$ cat config.mk
export PLATFORM = sky130hd
export DESIGN_NAME = ray_column_sequencer
export DESIGN_NICKNAME = d
export VERILOG_FILES = /design/src/rtl/ray_column_sequencer.sv
export SDC_FILE = /design/constraint.sdc
export NUM_CORES = 1
export LEC_CHECK = 0
export CORE_MARGIN = 2
export CORE_UTILIZATION = 52
export CTS_CLUSTER_DIAMETER = 100
export DETAILED_ROUTE_END_ITERATION = 8
export HOLD_SLACK_MARGIN = 0.03
export PLACE_DENSITY = 0.9
export RECOVER_POWER = 50
export SLEW_MARGIN = 10
export SYNTH_ARGS = -nofsm -noshare
export SYNTH_HDL_FRONTEND = slang
export SYNTH_SLANG_ARGS = --single-unit
$ cat constraint.sdc
create_clock -name clock -period 6.8 [get_ports clock]
set_input_delay 1.02 -clock clock [delete_from_list [all_inputs] [get_ports clock]]
set_output_delay 1.02 -clock clock [all_outputs]
set_load 0.02 [all_outputs]
$ cat src/rtl/ray_column_sequencer.sv
// Frame sweep controller. For each screen column it launches the horizontal
// and vertical wall finders, waits for both to finish, picks the nearer hit
// and offers {column, distance, side} on a valid/ready handshake.
// Optional build macro: SQUARED_DIST_EN selects squared Euclidean distance
// and adds one register stage inside S_SELECT. When it is undefined,
// Manhattan distance is used and no multipliers are built.
module ray_column_sequencer #(
  parameter int NUM_COLS = 320,
  parameter int FOV      = 60,
  parameter int FRAC     = 8,
  parameter int COORD_W  = 12
) (
  input  logic                 clock,
  input  logic                 reset,
  input  logic                 start_frame,
  input  logic [COORD_W-1:0]   player_x,
  input  logic [COORD_W-1:0]   player_y,
  input  logic [11:0]          player_angle,
  output logic [11:0]          ray_alpha,
  output logic                 horiz_begin,
  output logic                 vert_begin,
  input  logic                 horiz_end,
  input  logic                 horiz_found,
  input  logic [COORD_W-1:0]   horiz_x,
  input  logic [COORD_W-1:0]   horiz_y,
  input  logic                 vert_end,
  input  logic                 vert_found,
  input  logic [COORD_W-1:0]   vert_x,
  input  logic [COORD_W-1:0]   vert_y,
  output logic                 col_valid,
  input  logic                 col_ready,
  output logic [8:0]           col_index,
  output logic [2*COORD_W:0]   col_dist,
  output logic                 col_side,
  output logic                 col_hit,
  output logic                 busy,
  output logic                 frame_done
);
  localparam int DIST_W = 2*COORD_W + 1;
  localparam int ACC_W  = FRAC + 10;  // holds 360<<FRAC with headroom
  localparam logic [ACC_W-1:0] STEP = ACC_W'((FOV << FRAC) / NUM_COLS);
  localparam logic [ACC_W-1:0] FULL = ACC_W'(360 << FRAC);

  typedef enum logic [2:0] {
    S_IDLE, S_LATCH, S_LAUNCH, S_WAIT, S_SELECT, S_EMIT, S_DONE
  } state_t;

  state_t               state_q, state_d;
  logic [ACC_W-1:0]     acc_q, acc_d;
  logic [8:0]           col_index_q, col_index_d;
  logic [COORD_W-1:0]   px_q, px_d, py_q, py_d;
  logic                 h_done_q, h_done_d, v_done_q, v_done_d;
  logic                 hf_q, hf_d, vf_q, vf_d;
  logic [COORD_W-1:0]   hx_q, hx_d, hy_q, hy_d, vx_q, vx_d, vy_q, vy_d;
  logic [DIST_W-1:0]    dist_q, dist_d;
  logic                 side_q, side_d, hit_q, hit_d;
  logic [DIST_W-1:0]    hd_c, vd_c, hd_s, vd_s;
  logic [DIST_W-1:0]    sel_dist;
  logic                 sel_side, sel_hit;
  logic [11:0]          ang_m, ang_s, a0;
`ifdef SQUARED_DIST_EN
  localparam int SQ_W = 2*COORD_W;
  logic                 sel_ph_q, sel_ph_d;
  logic [DIST_W-1:0]    hd_q, hd_d, vd_q, vd_d;
`endif

  function automatic logic [COORD_W-1:0] absdiff(input logic [COORD_W-1:0] a,
                                                 input logic [COORD_W-1:0] b);
    return (a >= b) ? a - b : b - a;
  endfunction

  // Per-side distance from captured hit to the latched player position
  always_comb begin
    logic [COORD_W-1:0] hdx, hdy, vdx, vdy;
    hdx = absdiff(hx_q, px_q);
    hdy = absdiff(hy_q, py_q);
    vdx = absdiff(vx_q, px_q);
    vdy = absdiff(vy_q, py_q);
`ifdef SQUARED_DIST_EN
    hd_c = DIST_W'(SQ_W'(hdx) * SQ_W'(hdx)) + DIST_W'(SQ_W'(hdy) * SQ_W'(hdy));
    vd_c = DIST_W'(SQ_W'(vdx) * SQ_W'(vdx)) + DIST_W'(SQ_W'(vdy) * SQ_W'(vdy));
    hd_s = hd_q;
    vd_s = vd_q;
`else
    hd_c = DIST_W'({1'b0, hdx} + {1'b0, hdy});
    vd_c = DIST_W'({1'b0, vdx} + {1'b0, vdy});
    hd_s = hd_c;
    vd_s = vd_c;
`endif
  end

  // Nearer-hit choice; a tie goes to the horizontal side
  always_comb begin
    sel_dist = '1;
    sel_side = 1'b0;
    sel_hit  = hf_q | vf_q;
    if (hf_q && vf_q) begin
      sel_side = (vd_s < hd_s);
      sel_dist = (vd_s < hd_s) ? vd_s : hd_s;
    end else if (hf_q) begin
      sel_dist = hd_s;
    end else if (vf_q) begin
      sel_side = 1'b1;
      sel_dist = vd_s;
    end
  end

  // Starting ray angle: view angle folded into 0..359, plus half the FOV
  always_comb begin
    ang_m = (player_angle >= 12'd360) ? player_angle - 12'd360 : player_angle;
    ang_s = ang_m + 12'(FOV / 2);
    a0    = (ang_s >= 12'd360) ? ang_s - 12'd360 : ang_s;
  end

  // Next-state and datapath updates
  always_comb begin
    state_d     = state_q;
    acc_d       = acc_q;
    col_index_d = col_index_q;
    px_d = px_q;  py_d = py_q;
    h_done_d = h_done_q;  v_done_d = v_done_q;
    hf_d = hf_q;  hx_d = hx_q;  hy_d = hy_q;
    vf_d = vf_q;  vx_d = vx_q;  vy_d = vy_q;
    dist_d = dist_q;  side_d = side_q;  hit_d = hit_q;
`ifdef SQUARED_DIST_EN
    sel_ph_d = sel_ph_q;  hd_d = hd_q;  vd_d = vd_q;
`endif
    case (state_q)
      S_IDLE: if (start_frame) state_d = S_LATCH;
      S_LATCH: begin
        px_d        = player_x;
        py_d        = player_y;
        acc_d       = ACC_W'(a0) << FRAC;
        col_index_d = '0;
        state_d     = S_LAUNCH;
      end
      S_LAUNCH: begin
        h_done_d = 1'b0;
        v_done_d = 1'b0;
        state_d  = S_WAIT;
      end
      S_WAIT: begin
        if (horiz_end && !h_done_q) begin
          h_done_d = 1'b1;  hf_d = horiz_found;  hx_d = horiz_x;  hy_d = horiz_y;
        end
        if (vert_end && !v_done_q) begin
          v_done_d = 1'b1;  vf_d = vert_found;  vx_d = vert_x;  vy_d = vert_y;
        end
        if ((h_done_q || horiz_end) && (v_done_q || vert_end)) state_d = S_SELECT;
      end
      S_SELECT: begin
`ifdef SQUARED_DIST_EN
        if (!sel_ph_q) begin
          sel_ph_d = 1'b1;
          hd_d     = hd_c;
          vd_d     = vd_c;
        end else begin
          sel_ph_d = 1'b0;
          dist_d = sel_dist;  side_d = sel_side;  hit_d = sel_hit;
          state_d = S_EMIT;
        end
`else
        dist_d = sel_dist;  side_d = sel_side;  hit_d = sel_hit;
        state_d = S_EMIT;
`endif
      end
      S_EMIT: if (col_ready) begin
        if (col_index_q == 9'(NUM_COLS - 1)) begin
          state_d = S_DONE;
        end else begin
          col_index_d = col_index_q + 9'd1;
          acc_d   = (acc_q < STEP) ? acc_q + FULL - STEP : acc_q - STEP;
          state_d = S_LAUNCH;
        end
      end
      S_DONE:  state_d = S_IDLE;
      default: state_d = S_IDLE;
    endcase
  end

  // State and datapath registers
  always_ff @(posedge clock or posedge reset) begin
    if (reset) begin
      state_q <= S_IDLE;  acc_q <= '0;  col_index_q <= '0;
      px_q <= '0;  py_q <= '0;  h_done_q <= 1'b0;  v_done_q <= 1'b0;
      hf_q <= 1'b0;  hx_q <= '0;  hy_q <= '0;
      vf_q <= 1'b0;  vx_q <= '0;  vy_q <= '0;
      dist_q <= '0;  side_q <= 1'b0;  hit_q <= 1'b0;
`ifdef SQUARED_DIST_EN
      sel_ph_q <= 1'b0;  hd_q <= '0;  vd_q <= '0;
`endif
    end else begin
      state_q <= state_d;  acc_q <= acc_d;  col_index_q <= col_index_d;
      px_q <= px_d;  py_q <= py_d;  h_done_q <= h_done_d;  v_done_q <= v_done_d;
      hf_q <= hf_d;  hx_q <= hx_d;  hy_q <= hy_d;
      vf_q <= vf_d;  vx_q <= vx_d;  vy_q <= vy_d;
      dist_q <= dist_d;  side_q <= side_d;  hit_q <= hit_d;
`ifdef SQUARED_DIST_EN
      sel_ph_q <= sel_ph_d;  hd_q <= hd_d;  vd_q <= vd_d;
`endif
    end
  end

  assign ray_alpha   = 12'(acc_q >> FRAC);
  assign horiz_begin = (state_q == S_LAUNCH);
  assign vert_begin  = (state_q == S_LAUNCH);
  assign col_valid   = (state_q == S_EMIT);
  assign col_index   = col_index_q;
  assign col_dist    = dist_q;
  assign col_side    = side_q;
  assign col_hit     = hit_q;
  assign busy        = (state_q != S_IDLE);
  assign frame_done  = (state_q == S_DONE);
endmodule

; Word-level counts from Yosys, hierarchy flattened
; Cells that the tools add are included.
[classes]
addsub = 17
multipliers = 0
div = 0
magnitude_cmp = 8
n_eq_ne = 13
shift = 0
n_mux = 29
bitwise_logic = 1
n_reduce_logical = 18
[op_table]
columns = op, count
row1 = 12-bit subtractor, 8
row2 = 25-bit 2-to-1 mux, 3
row3 = 12-bit 2-to-1 mux, 5
row4 = 18-bit 2-to-1 mux, 3
row5 = 12-bit greater-or-equal comparator, 4
row6 = 18-bit one-hot mux with 2 select lines, 1
row7 = 18-bit by 6-bit subtractor with 18-bit output (second input constant), 2
row8 = 12-bit by 12-bit adder with 13-bit output, 2
row9 = 12-bit by 9-bit greater-or-equal comparator with 1-bit output (second input constant), 2
row10 = 18-bit by 17-bit adder with 18-bit output (second input constant), 1
row11 = 18-bit by 6-bit less-than comparator with 1-bit output (second input constant), 1
row12 = 9-bit 2-to-1 mux, 2
row13 = 3-bit one-hot mux with 6 select lines, 1
row14 = 9-bit one-hot mux with 2 select lines, 1
row15 = 13-bit less-than comparator, 1
row16 = 13-bit 2-to-1 mux, 1
row17 = 12-bit by 5-bit adder with 12-bit output (second input constant), 1
row18 = 3-bit 2-to-1 mux, 4
row19 = 12-bit by 9-bit subtractor with 12-bit output (second input constant), 1
row20 = 10-bit 2-to-1 mux, 1
row21 = 2-bit inequality test (second input constant), 5
row22 = 10-bit by 9-bit subtractor with 10-bit output (second input constant), 1
row23 = 9-bit by 1-bit adder with 9-bit output (second input constant), 1
row24 = 3-bit equality test (second input constant), 3
row25 = 15 further kinds, 31
[word_totals]
ff_bits = 133
latch_bits = 0
ramBits = 0
rom_bits = 0
inputBits = 92
wordCells = 102
mem_count = 0

; Longest topological paths before layout
; Gate-level depths: netlist of the first run.
[logic_depth]
word_depth = 6
depth_mapped = 33
mapped_depth_nobuf = 31

; Worst setup path after synthesis of the first run
; No wires, ideal clock.
[synth_timing]
kind = flip-flop to flip-flop
startpoint = register py_q[1]
endpoint = register dist_q[11] (netlist: col_dist[11])
setup_ns = 0.132
arrival_ns = 6.573
slack_ns = 0.095
stages_incl_launch_ff = 30
path_buffers = 2
synth_period_minus_slack_ns = 6.705
path_cell_list = dfrtp_1 > inv_1 > fa_1 > a21o_1 > a221oi_2 > a21oi_1 > o221a_2 > o31ai_4 > buf_2 > mux2i_1 > xnor2_1 > ha_1 > nor2b_1 > o21ai_0 > a21boi_0 > o211ai_1 > a21oi_1 > a2111oi_0 > xor2_1 > inv_1 > ha_1 > and4_1 > nand2_1 > a21oi_1 > o31a_1 > a311oi_1 > o21ai_0 > clkbuf_1 > nor3_1 > a211oi_1
[synth_between]
elab_chain_len = 6
[synth_lines]
columns = element, line_no
row1 = start: declaration, 51  ; logic [COORD_W-1:0] px_q, px_d, py_q, py_d;
row2 = start signal: assignment, 194  ; px_q <= px_d; py_q <= py_d; h_done_q <= h_done_d; v_done_q <= v_done_d;
row3 = 12-bit subtractor or 12-bit greater-or-equal comparator (tied branches), 69  ; return (a >= b) ? a - b : b - a;
row4 = 12-bit 2-to-1 mux, 69
row5 = "12-bit by 12-bit adder with 13-bit output, on equally long branches", "86, 85"
row6 = 13-bit less-than comparator or 25-bit 2-to-1 mux (tied branches), "99, 102"
row7 = 13-bit 2-to-1 mux or 25-bit 2-to-1 mux (tied branches), "99, 100"
row8 = 25-bit 2-to-1 mux *, 97  ; if (hf_q && vf_q) begin
row9 = end signal: assignment, 197  ; dist_q <= dist_d; side_q <= side_d; hit_q <= hit_d;
row10 = end: declaration, 55  ; logic [DIST_W-1:0] dist_q, dist_d;
; Every way passes the cells marked *; elsewhere a longest branch is shown, timed or not.
; A chain may end at the register's enable or synchronous reset.

; Final worst setup path of the first run
[layout_timing]
startpoint = register hx_q[0]
endpoint = register dist_q[10] (netlist: col_dist[10])
[layout_between]
elab_chain_len = 6
[layout_lines]
columns = element, line_no
row1 = start: declaration, 54  ; logic [COORD_W-1:0] hx_q, hx_d, hy_q, hy_d, vx_q, vx_d, vy_q, vy_d;
row2 = start signal: assignment, 186  ; hf_q <= 1'b0; hx_q <= '0; hy_q <= '0;
row3 = start signal: assignment, 195  ; hf_q <= hf_d; hx_q <= hx_d; hy_q <= hy_d;
row4 = 12-bit subtractor or 12-bit greater-or-equal comparator (tied branches), 69
row5 = 12-bit 2-to-1 mux *, 69
row6 = 12-bit by 12-bit adder with 13-bit output *, 85  ; hd_c = DIST_W'({1'b0, hdx} + {1'b0, hdy});
row7 = 13-bit less-than comparator, 99  ; sel_dist = (vd_s < hd_s) ? vd_s : hd_s;
row8 = 13-bit 2-to-1 mux, 99
row9 = 25-bit 2-to-1 mux *, 97
; Marks and branches as above.

==> results.sh, run 1 <==
export IMPL_outcome="finished, violations left"
export IMPL_failed_checks="max-capacitance violations, max-slew violations"
export IMPL_setup_violations=0
export IMPL_synth_top_area_share_pct=25.6
export IMPL_synth_top_cell_by_area="dfrtp_1"
export IMPL_cap_viol_max_count=2
export IMPL_htreeDepth=4
export IMPL_final_cells=1801
export IMPL_n_antenna_cell=0
export IMPL_hold_class="reg2reg"
export IMPL_ys_top_cells_by_area="dfrtp_1, ha_1, o21ai_0"
export IMPL_clockRootBuffer="clkbuf_16"
export IMPL_skew_ns=0.00873
export IMPL_grt_first_pass_wirelength_um=51800
export IMPL_dieArea_sq_mm=0.0234
export IMPL_worstPathRequired_ns=7.14
export IMPL_cp_common_cell="a21oi_1"
export IMPL_first_pass_iters=7
export IMPL_viasPerCell=6.06
export IMPL_synthFlopType="dfrtp_1"
export IMPL_synthCells=1402
export IMPL_ys_ff_latch=118
export IMPL_startpoint_type="register"
export IMPL_initial_core_util_pct=52.9
export IMPL_die_w_um=153
export IMPL_cts_buffers=17
export IMPL_async_reset_ff_share_pct=100
export IMPL_grtUsageTotal_pct=27.0
export IMPL_path_max_fanout=14
export IMPL_core_area_sq_mm=0.0218
export IMPL_wl_per_cell_um=17.8
export IMPL_drive_gt1_share_pct=7.50
export IMPL_yosysWarnings=0
export IMPL_rows=54
export IMPL_grt_pass1_vias=10800
export IMPL_max_slew_margin_pct=-81.0
export IMPL_ys_seq_area_share_pct=25.6
export IMPL_syn_avg_cell_area_sq_um=8.22
export IMPL_die_h_um=153
export IMPL_cts_reportedPaths_clkPinSlew_ns=0.06
export IMPL_place_inst=1763
export IMPL_period_needed_ns=6.59
export IMPL_dp_hpwl_um=24500
export IMPL_num_fill_cells=1772
export IMPL_clock_sinks=118
export IMPL_grt_antenna_before_repair=1
export IMPL_worst_pin_slew_ns=2.70
export IMPL_layout_nets=1745
export IMPL_post_route_period_util_pct=97.0
export IMPL_arrival_ns=6.94
export IMPL_drtIter0Drc=689
export IMPL_synth_distinct_cells=87
export IMPL_seq_area_sq_mm=0.00295
export IMPL_io_pins=145
export IMPL_cts_tree="done"
export IMPL_gp_congestion=0.964
export IMPL_groute_layer_met2_usage_pct=43.5
export IMPL_area_delta_synth_final_pct=19.5
export IMPL_portBuffers=142
export IMPL_utilization_pct=63.3
export IMPL_gr_total_overflow=0
export IMPL_max_clock_freq_mhz=152
export IMPL_critPathKind="reg2reg"
export IMPL_synth_edff_count=0
export IMPL_grtUsageMet1_pct=34.7
export IMPL_grt_max_degree=63
export IMPL_multi_input_area_sq_mm=0.00777
export IMPL_maxSlewViolCount=108
export IMPL_netlist_area_sq_mm=0.0115
export IMPL_finalWirelength_um=32100
export IMPL_cts_buffer_depth=2
export IMPL_grt_util_met3_pct=4.91
export IMPL_final_hold_viol_count=0
export IMPL_vias=10900
export IMPL_clk_latency_ns=0.42
export IMPL_cp_end_kind="register"
export IMPL_drc=0
export IMPL_busiest_layer="met2"
export IMPL_critical_path_slowest_cell="a2111o_1"
export IMPL_final_antenna_net_count=0
export IMPL_cp_slowest_stage_delay_ns=0.44
cell usage in the layout, fill, tap and decap left out, types with 25 or more instances in the layout:
cell and instances:
o21ai_0 132, inv_1 128, nor3_1 33, xor2_1 27, nand2_1 145, dfrtp_1 118
nor2_1 67, clkdlybuf4s50_1 110, a21o_1 26, mux2i_1 25, ha_1 134, xnor2_1 52
dlygate4sd3_1 32, a21oi_1 96
stage by stage:
stage,area (sq um),hold WS (ns),setup TNS (ns),setup slack [ns]
after global placement,13000,0.468,0,0.339
after detailed placement,13000,0.470,0,0.00227
after CTS,13700,0.483,0,0.0169
final,13800,0.475,0,0.205
after global routing,13800,0.505,-1.12,-0.149
after floorplan,11500,0.474,0,0.0951
worst max-delay path, delay by kind of cell, from the launching register on:
family	cells	cell delay, ns
and+or+nand+nor	4	0.75
muxes	2	0.54
adders and majority gates	4	1.20
DFF	1	0.39
xor gates and xnor gates	1	0.22
AOI/OAI and AO/OA	15	2.84
buffers and inverters	4	0.58
layout make-up:
type | count | share of cell area [%]
clock buffers | 20 | 3.32
well taps | 280 | 2.54
repair buffers | 164 | 11.5
flip-flops and latches | 118 | 21.4
clock inverters | 12 | 1.28
multi-input cells | 1078 | 56.4
inverters | 129 | 3.53
path summary, 6_finish.rpt:
kind	start	end	slack, ns	depth (start not counted)
worst min register to register	col_dist[5]	col_dist[5]	0.48	1
worst max register to register	hx_q[0]	col_dist[10]	0.21	30
worst max-delay path	hx_q[0]	col_dist[10]	0.21	30
min in group asynchronous	reset	col_index[4]	1.80	2
worst min-delay path	col_dist[5]	col_dist[5]	0.48	1
max in group asynchronous	reset	col_dist[6]	3.26	3
cells in the mapped netlist, types with 9 or more instances:
master    number
a31oi_1       11
or3_1         11
xor2_1        28
nand3_1       23
nor2b_1       18
xnor2_1       53
dfrtp_1      118
o22ai_1        9
buf_4         27
nand2_1      145
nand2b_1       9
inv_1        129
nor2_1        68
mux2_2        13
o21bai_1      16
nor3_1        33
a21o_1        26
and3_1        17
a21oi_1       99
o21ai_0      135
ha_1         135
o21a_1        15
a211oi_1      21
mux2i_1       27
fa_1          10
or2_2          9
buf_2         10
clkbuf_1      38
o31ai_1       13
routing by layer:
layer	wire (um)	part of all wire (%)
met5	0	0
met4	1510	4.7
met3	2570	8.0
met2	14700	46
met1	13400	42
state kept, by name (all words and copies together) (netlist names):
| register | count |
|---|---|
| vf_q | 1 |
| acc_q | 14 |
| px_q | 12 |
| col_dist | 14 |
| state_q | 3 |
| v_done_q | 1 |
| vx_q | 12 |
| hf_q | 1 |
| h_done_q | 1 |
| py_q | 12 |
| col_index | 9 |
| hx_q | 12 |
| hy_q | 12 |
| col_side | 1 |
| vy_q | 12 |
| col_hit | 1 |
what timing repair did:
action | CTS | global route
hold buffers | 0 | 0
gates resized for setup | 2 | 22
setup buffers | 0 | 6
gates cloned | 0 | 0
pin swaps | 0 | 12
setup endpoints to repair | 6 | 14
cell families (layout without fill, tap and decap cells):
kind of cell               after synthesis  in the layout  synth area share (%)
adders and majority gates              145            145                  16.4
xor gates and xnor gates                82             82                  6.30
AOI/OAI and AO/OA                      422            422                  23.6
muxes                                   42             42                  3.85
DFF                                    118            118                  25.6
buffers and inverters                  207            325                  7.93
other                                    1              2                0.0326
and+or+nand+nor                        385            385                  16.2
Power of run 1 is not shown: default switching activity piles up to over one toggle a cycle in this logic, so the estimate is an artifact.
==> run 2, diff against run 1 <==
Settings changed: GPL_TIMING_DRIVEN set to 0, TNS_END_PERCENT set to 1.
==> results.sh, run 2 (synthesized netlist as in run 1, its figures left out) <==
export IMPL_outcome="finished, violations left"
export IMPL_failed_checks="max-capacitance violations, max-slew violations"
export IMPL_htreeDepth=4
export IMPL_final_antenna_net_count=0
export IMPL_core_area_sq_mm=0.0218
export IMPL_cts_tree="done"
export IMPL_final_hold_viol_count=0
export IMPL_vias=11300
export IMPL_io_pins=145
export IMPL_clock_sinks=118
export IMPL_viasPerCell=6.00
export IMPL_critPathKind="reg2reg"
export IMPL_cp_end_kind="register"
export IMPL_cts_buffers=17
export IMPL_max_clock_freq_mhz=152
export IMPL_drive_gt1_share_pct=11.4
export IMPL_gp_congestion=0.923
export IMPL_max_slew_margin_pct=-103
export IMPL_worstPathRequired_ns=7.16
export IMPL_final_common_cell="nand2_1"
export IMPL_post_route_period_util_pct=96.9
export IMPL_grt_max_degree=65
export IMPL_cts_reportedPaths_clkPinSlew_ns=0.06
export IMPL_final_cell_mix="nand2_1, ha_1, o21ai_0"
export IMPL_critPathLaunch="py_q[0]"
export IMPL_hp_start="col_dist[2]"
export IMPL_clockRootBuffer="clkbuf_16"
export IMPL_period_needed_ns=6.59
export IMPL_startpoint_type="register"
export IMPL_rows=54
export IMPL_worst_slack_ns=0.212
export IMPL_cap_viol_max_count=1
export IMPL_dp_hpwl_um=25900
export IMPL_dieArea_sq_mm=0.0234
export IMPL_clk_latency_ns=0.43
export IMPL_arrival_ns=6.95
export IMPL_drtIter0Drc=867
export IMPL_initial_core_util_pct=52.9
export IMPL_die_w_um=153
export IMPL_worst_pin_slew_ns=3.03
export IMPL_setup_violations=0
export IMPL_wl_per_cell_um=18.3
export IMPL_grt_antenna_before_repair=2
export IMPL_area_delta_synth_final_pct=24.3
export IMPL_maxSlewViolCount=64
export IMPL_cts_hold_buffers=0
export IMPL_gr_total_overflow=0
export IMPL_die_h_um=153
export IMPL_grt_pass1_vias=11000
export IMPL_drc=0
export IMPL_first_pass_iters=5
export IMPL_pre_cts_ws_ns=-1.24
export IMPL_skew_ns=0.0114
export IMPL_grt_first_pass_wirelength_um=55300
export IMPL_timing_rr_start="py_q[0]"
export IMPL_portBuffers=140
export IMPL_grtUsageTotal_pct=29.0
export IMPL_layout_nets=1821
export IMPL_path_max_fanout=7
export IMPL_finalWirelength_um=34300
export IMPL_hold_class="reg2reg"
export IMPL_cts_buffer_depth=2
[run 2: changes by cell type in the layout (fill, tap and decap cells not counted), moves of 4 or more]
cell,before,now
a21oi_1,96,91
a21oi_2,5,10
buf_2,0,7
buf_4,18,49
buf_6,1,6
clkbuf_1,4,36
clkdlybuf4s50_1,110,122
clkinvlp_4,2,6
dlygate4sd3_1,32,18
[run 2: cell type report]
cell class | count | area (sq um)
tap | 280 | 350
multi-input combinational | 1078 | 7860
antenna | 2 | 5.00
buffer | 77 | 448
timing repair buffer | 163 | 1600
inverter | 129 | 493
fill | 1767 | 7430
clock inverter | 12 | 153
sequential | 118 | 2960
clock buffer | 20 | 457
[run 2: path summary, 6_finish.rpt]
check	to	slack (ns)	cells after the start
max in group asynchronous	px_q[1]	3.34	2
min reg2reg	col_dist[2]	0.47	2
min	col_dist[2]	0.47	2
max	col_dist[10]	0.21	27
min in group asynchronous	col_index[4]	1.91	2
max reg2reg	col_dist[10]	0.21	27
[run 2: per-layer routing]
layer  wire, um  share of wire (%)  global-route usage [%]
met5          0                  0                       0
met4       1380                4.0                    12.9
met3       2560                7.4                    5.02
met2      16500                 48                    48.7
met1      13900                 41                    36.6
[run 2: worst max-delay path, stage by stage (launching register included)]
cell and delay (ns):
dfrtp_1 0.45, ha_1 0.23, inv_1 0.06, fa_1 0.39
a21o_1 0.20, a221oi_2 0.32, a21oi_2 0.12, o221a_2 0.33
o31ai_4 0.26, buf_6 0.18, mux2_2 0.37, ha_1 0.29
a21o_1 0.18, a21oi_1 0.25, nor2b_1 0.12, nor4_2 0.22
o31ai_1 0.18, o41ai_2 0.32, xnor2_2 0.19, ha_1 0.29
and4_1 0.21, nand2_1 0.08, a21oi_2 0.05, o31a_1 0.14
a311oi_4 0.38, buf_4 0.20, mux2_2 0.33, a21oi_1 0.14
[run 2: timing repair]
item                                    4_1_cts  5_1_grt
buffers inserted                              4       18
endpoints found under the hold margin         0        0
pin swaps                                     4       22
resized for setup                            16       49
endpoints found under the setup margin       14       14
[run 2: metrics by stage]
stage          setup TNS, ns  utilization, %  hold slack (ns)  cell area, sq um  instances
3_5_place_dp          -15.78            61.2            0.468             13300       1824
6_report                   0            65.8            0.468             14300       1879
3_3_place_gp          -13.01            61.0            0.460             13300       1823
5_1_grt               -0.724            65.8            0.488             14300       1879
4_1_cts                    0            64.4            0.481             14000       1860
2_1_floorplan              0               -            0.474             11500       1403
Power of run 2 is left out for the same reason.
==> run 3, diff against run 2 <==
Settings changed: CAP_MARGIN set to 10.
==> results of run 3 <==
Same layout as run 2: the final DEF is identical, and so are final timing and power.
Power of run 3 is left out for the same reason.
